**src/rtl/sram_fifo_pkg.sv**
```systemverilog
// -----------------------------------------------------------------------------
// sram_fifo_pkg
// Shared sizing for the 64x8 dual-port SRAM and the FIFO controller that sits in
// front of it. Imported by the controller, the SRAM model and benches so that
// every user agrees on data width, address width and depth.
//   DW         : data width (bits)
//   AW         : address width (bits)
//   DEPTH      : number of entries, always 2**AW
//   addr_t     : SRAM address / FIFO pointer type
//   data_t     : SRAM word type
//   count_t    : occupancy type, wide enough to hold 0..DEPTH
//   FULL_COUNT : occupancy value that means "full"
// -----------------------------------------------------------------------------
package sram_fifo_pkg;

  localparam int DW    = 8;
  localparam int AW    = 6;
  localparam int DEPTH = 2 ** AW;

  typedef logic [AW-1:0] addr_t;
  typedef logic [DW-1:0] data_t;
  typedef logic [AW:0]   count_t;

  localparam count_t FULL_COUNT = count_t'(DEPTH);

endpackage

```
**src/rtl/sram_fifo_ctrl.sv**
```systemverilog
// -----------------------------------------------------------------------------
// sram_fifo_ctrl
// Turns the 64x8 dual-port SRAM into a first-word-fall-through FIFO. Port A is
// the write port, port B is read-only and its registered q_b is the FIFO head.
// The controller hides the one-cycle read latency by always presenting the
// address of the next head on addr_b, and holds rd_valid low for one cycle
// when the new head is being written at the same edge.
// Ports:
//   clk        : clock, rising edge
//   reset      : synchronous active-low reset
//   wr_valid   : producer has wr_data
//   wr_ready   : FIFO can accept a push (registered)
//   wr_data    : push data
//   rd_valid   : rd_data holds the valid head entry (registered)
//   rd_ready   : consumer accepts the head
//   rd_data    : head data, straight from ram_q_b
//   count      : occupancy, 0..DEPTH
//   ram_data_a : to SRAM data_a (equals wr_data)
//   ram_addr_a : to SRAM addr_a (write pointer)
//   ram_we_a   : to SRAM we_a (push)
//   ram_addr_b : to SRAM addr_b (next head address)
//   ram_we_b   : to SRAM we_b, tied low
//   ram_q_b    : from SRAM q_b
// -----------------------------------------------------------------------------
module sram_fifo_ctrl
  import sram_fifo_pkg::*;
(
  input  logic          clk,
  input  logic          reset,
  input  logic          wr_valid,
  output logic          wr_ready,
  input  logic [DW-1:0] wr_data,
  output logic          rd_valid,
  input  logic          rd_ready,
  output logic [DW-1:0] rd_data,
  output logic [AW:0]   count,
  output logic [DW-1:0] ram_data_a,
  output logic [AW-1:0] ram_addr_a,
  output logic          ram_we_a,
  output logic [AW-1:0] ram_addr_b,
  output logic          ram_we_b,
  input  logic [DW-1:0] ram_q_b
);

  addr_t  wr_ptr_q, wr_ptr_d;
  addr_t  rd_ptr_q, rd_ptr_d;
  count_t count_q, count_d;
  logic   rd_valid_q, rd_valid_d;
  logic   wr_ready_q, wr_ready_d;
  logic   push, pop;

  // Handshakes and next-state values. Reset is folded into push/pop so that
  // no SRAM write or pointer advance happens while reset is asserted. A full
  // FIFO refuses a push even if a pop happens at the same edge, because
  // wr_ready only reflects the registered occupancy. The head is only valid
  // after an edge if the entry it points at was not written at that edge,
  // since port B cannot see that word until the following edge.
  always_comb begin
    push = wr_valid && wr_ready_q && reset;
    pop  = rd_valid_q && rd_ready && reset;

    wr_ptr_d = push ? wr_ptr_q + addr_t'(1) : wr_ptr_q;
    rd_ptr_d = pop  ? rd_ptr_q + addr_t'(1) : rd_ptr_q;

    count_d = count_q;
    if (push && !pop) begin
      count_d = count_q + count_t'(1);
    end else if (pop && !push) begin
      count_d = count_q - count_t'(1);
    end

    wr_ready_d = (count_d != FULL_COUNT);
    rd_valid_d = (count_d != '0) && !(push && (wr_ptr_q == rd_ptr_d));
  end

  // All controller state, with synchronous active-low reset. Reset leaves the
  // FIFO empty and ready; SRAM contents are simply abandoned.
  always_ff @(posedge clk) begin
    if (!reset) begin
      wr_ptr_q   <= '0;
      rd_ptr_q   <= '0;
      count_q    <= '0;
      rd_valid_q <= 1'b0;
      wr_ready_q <= 1'b1;
    end else begin
      wr_ptr_q   <= wr_ptr_d;
      rd_ptr_q   <= rd_ptr_d;
      count_q    <= count_d;
      rd_valid_q <= rd_valid_d;
      wr_ready_q <= wr_ready_d;
    end
  end

  // Port B is addressed with the pointer the head will have after this edge,
  // so q_b always holds the current head one edge later. While the consumer
  // stalls, the address is constant and rd_data stays put.
  assign ram_addr_b = rd_ptr_d;
  assign ram_we_b   = 1'b0;
  assign rd_data    = ram_q_b;

  assign ram_data_a = wr_data;
  assign ram_addr_a = wr_ptr_q;
  assign ram_we_a   = push;

  assign wr_ready = wr_ready_q;
  assign rd_valid = rd_valid_q;
  assign count    = count_q;

endmodule

```
**config.mk**
```make
export PLATFORM = sky130hd
export DESIGN_NAME = sram_fifo_ctrl
export DESIGN_NICKNAME = d
export VERILOG_FILES = /design/src/rtl/sram_fifo_pkg.sv /design/src/rtl/sram_fifo_ctrl.sv
export SDC_FILE = /design/constraint.sdc
export NUM_CORES = 1
export LEC_CHECK = 0
export CAP_MARGIN = 20
export CORE_ASPECT_RATIO = 0.75
export CORE_MARGIN = 2
export CORE_UTILIZATION = 45
export CTS_CLUSTER_SIZE = 30
export DETAILED_ROUTE_END_ITERATION = 12
export GPL_TIMING_DRIVEN = 0
export HOLD_SLACK_MARGIN = 0.15
export PLACE_DENSITY = 0.93
export SYNTH_ARGS = -nofsm -noshare
export SYNTH_HDL_FRONTEND = slang
export SYNTH_SLANG_ARGS = --single-unit
```
**constraint.sdc**
```tcl
create_clock -name clk -period 3.76 [get_ports clk]
set_input_delay 0.376 -clock clk [delete_from_list [all_inputs] [get_ports clk]]
set_output_delay 0.376 -clock clk [all_outputs]
set_load 0.01 [all_outputs]
```
==> out/qor.txt <==
status = finished clean
critical path's slowest cell = clkdlybuf4s50_1
async set-reset flop share out of synthesis = 0%
Pre-antenna DRT Iters = 4
number of port buffers = 41
num rows = 17
Final TNS setup = 0 ns
Post-CTS Setup Inserts = 0
Root Driver = clkbuf_8
Crit Path Class = in2out
Distinct cells, synth = 40
critical path's top delay family = buffers and inverters
via count = 1,280
RSZ-0062 raised after global routing = false
EDFF count, synth = 0
latest clock arrival within the worst-skew pair = 0.26 ns
Worst Tran Pin Value = 0.501 ns
IO Count = 59
crit path DAT = 2.29 ns
Synth top area share = 31.3%
final slew viol count = 0
DRT iter0 DRCs = 56
peak supply drop = 0.207 mV
pre-CTS setup slack = 1.12 ns
Post-Syn Area = 1340 sq um
drt drc = 0
critical path peak fanout = 6
Startpoint Class = primary input
initial antenna violation count = 0
Clock transition at path regs = 0.08 ns
power density of the placed cells = 287 nW/um^2
Final min period = 2.66 ns
via/cell ratio = 5.27
layout cells sized above 1 = 12.7%
final worst-path setup slack = 1.10 ns
syn_nets = 184
Worst Path Buf+Inv = 2
CTS hold repair buffers = 0
core box area = 2890 sq um
largest cells by area after synthesis = dfxtp_1 (31%), buf_4 (9.5%), xnor2_1 (7.2%)
PostCTS Resize Cnt = 0
CTS tree = done
Synth area leader = dfxtp_1
routability congestion estimate = 0.904
most used cell, CP = clkdlybuf4s50_1
Mapped Avg Cell Area = 8.39 sq um
global route overflow = 0
Ys Warns = 0
ys flop type = dfxtp_1
Syn Inst Count = 160
first-pass GRT wire length = 5.19 mm
vias in the first global route = 1,144
clock sink count = 21
Max stage delay on crit path = 0.57 ns
Final Cycle Share = 70.8%
#FFs+latches synth = 21
Slew headroom = 66.6%
max-capacitance violation count = 0
# nets final = 230
Layout Skew = 0.00713 ns
area growth from synthesis to layout = 37.5%
Die W = 67.1 microns
Worst Hold Class = reg2reg
die area = 3440 sq um
GRT Total Usage = 20.2%
Final setup viols = 0
Seq/Total Area, Yosys = 31.3%
Crit. End Element = primary output
Required @ worst endpoint = 3.38 ns
antenna diode count = 0
routed len/inst = 13.5 microns
largest net degree at the start of global routing = 12
cells along the critical path = clkdlybuf4s50_1 -> nand2_1 -> nor3_1 -> xor2_1 -> clkdlybuf4s50_1
H-tree Lvls = 1
final count of hold timing violations = 0
Cells after DPL = 239
Non-Filler Instances = 243
total CTS buffers = 3
P_leak = 0.777 nW
Die Ht = 51.3 microns
Max Root-Sink Buffers = 2
WL final = 3.29 mm
Post-DRT Antenna Nets = 0
Detail Placement HPWL = 2.60 mm
FMAX = 0.376 GHz
Initial Util = 46.4%
-- power by group --
| part | leakage [nW] | switching (mW) | internal [mW] |
|---|---|---|---|
| Combinational | 0.584 | 0.0638 | 0.0724 |
| Sequential | 0.170 | 0.0135 | 0.232 |
| Clock | 0.0228 | 0.0723 | 0.0756 |
| Total | 0.777 | 0.150 | 0.380 |
-- per-layer routing --
layer	routed length, microns	global-route usage, %
met5	0	0
met1	1400	26.5
met2	1560	31.0
met4	36	10.2
met3	288	4.63
-- area by class of cell --
type,count,area (sq um)
plain buffers,22,161
repair buffers,41,410
multi-input cells,109,731
fillers,272,1050
inverters,8,30.0
well taps,38,47.5
clock buffers,4,45.0
flip-flops and latches,21,420
-- sequential cells by signal (all words and copies together), names as in the netlist --
| register | flops |
|---|---|
| rd_valid | 1 |
| rd_ptr_q | 6 |
| count | 7 |
| ram_addr_a | 6 |
| wr_ready | 1 |
-- synth_stat cells (4+ instances only) --
cell	n
dfxtp_1	21
nand3_1	9
buf_4	17
nand4_1	7
xnor2_1	11
xor2_1	8
inv_1	8
and2_1	8
nand2_1	12
nor2_1	15
ha_1	4
-- cell families (layout without fill, tap and decap cells) --
logic type               Yosys count  after routing  share of synthesized area (%)
AO/OA/AOI/OAI                     19             19                           11.9
XOR/XNOR                          19             19                           12.4
adder cells (fa/ha/maj)            4              4                           3.73
buffers and inverters             30             75                           14.3
flip-flops                        21             21                           31.3
multiplexers                       2              2                           1.49
other                              1              1                          0.279
AND/OR/NAND/NOR                   64             64                           24.6
-- layout by cell type, fill, tap and decap left out, types with 2 or more instances in the layout --
master           count
nor2_1              15
clkbuf_1             4
ha_1                 4
xor2_1               8
clkbuf_8             3
a31oi_1              3
and2_1               8
a21oi_1              2
clkdlybuf4s50_1     41
nor3_1               3
nand2_1             12
nand4_1              7
xnor2_1             11
mux2i_1              2
nand3_1              9
and3_1               2
dfxtp_1             21
inv_1                8
o21ai_0              2
buf_4               17
buf_6                2
-- worst min-delay path: cells and delay by family, from the launching register on --
family             cells  cell delay (ns)
DFF                    1             0.34
AOI/OAI and AO/OA      2             0.14
-- final timing paths --
kind | end | from | slack, ns | cells past startpoint
setup / recovery | ram_addr_b[5] | rd_ready | 1.10 | 5
hold / removal | ram_addr_a[5]$_SDFFE_PN0P_ | ram_addr_a[5]$_SDFFE_PN0P_ | 0.53 | 2
setup reg to reg | wr_ready$_SDFF_PN1_ | count[0]$_SDFF_PN0_ | 1.84 | 7
hold reg to reg | ram_addr_a[5]$_SDFFE_PN0P_ | ram_addr_a[5]$_SDFFE_PN0P_ | 0.53 | 2
-- through the flow --
| stage | cell area (sq um) | util [%] | hold slack [ns] | total power, mW |
|---|---|---|---|---|
| floorplan | 1340 | - | 0.505 | 0.326 |
| global placement | 1800 | 62.2 | 0.503 | 0.381 |
| detailed placement | 1800 | 62.2 | 0.520 | 0.385 |
| CTS | 1850 | 63.8 | 0.533 | 0.532 |
| global route | 1850 | 63.8 | 0.571 | 0.552 |
| finish | 1850 | 63.8 | 0.530 | 0.529 |
(Power assumes the default switching activity.)
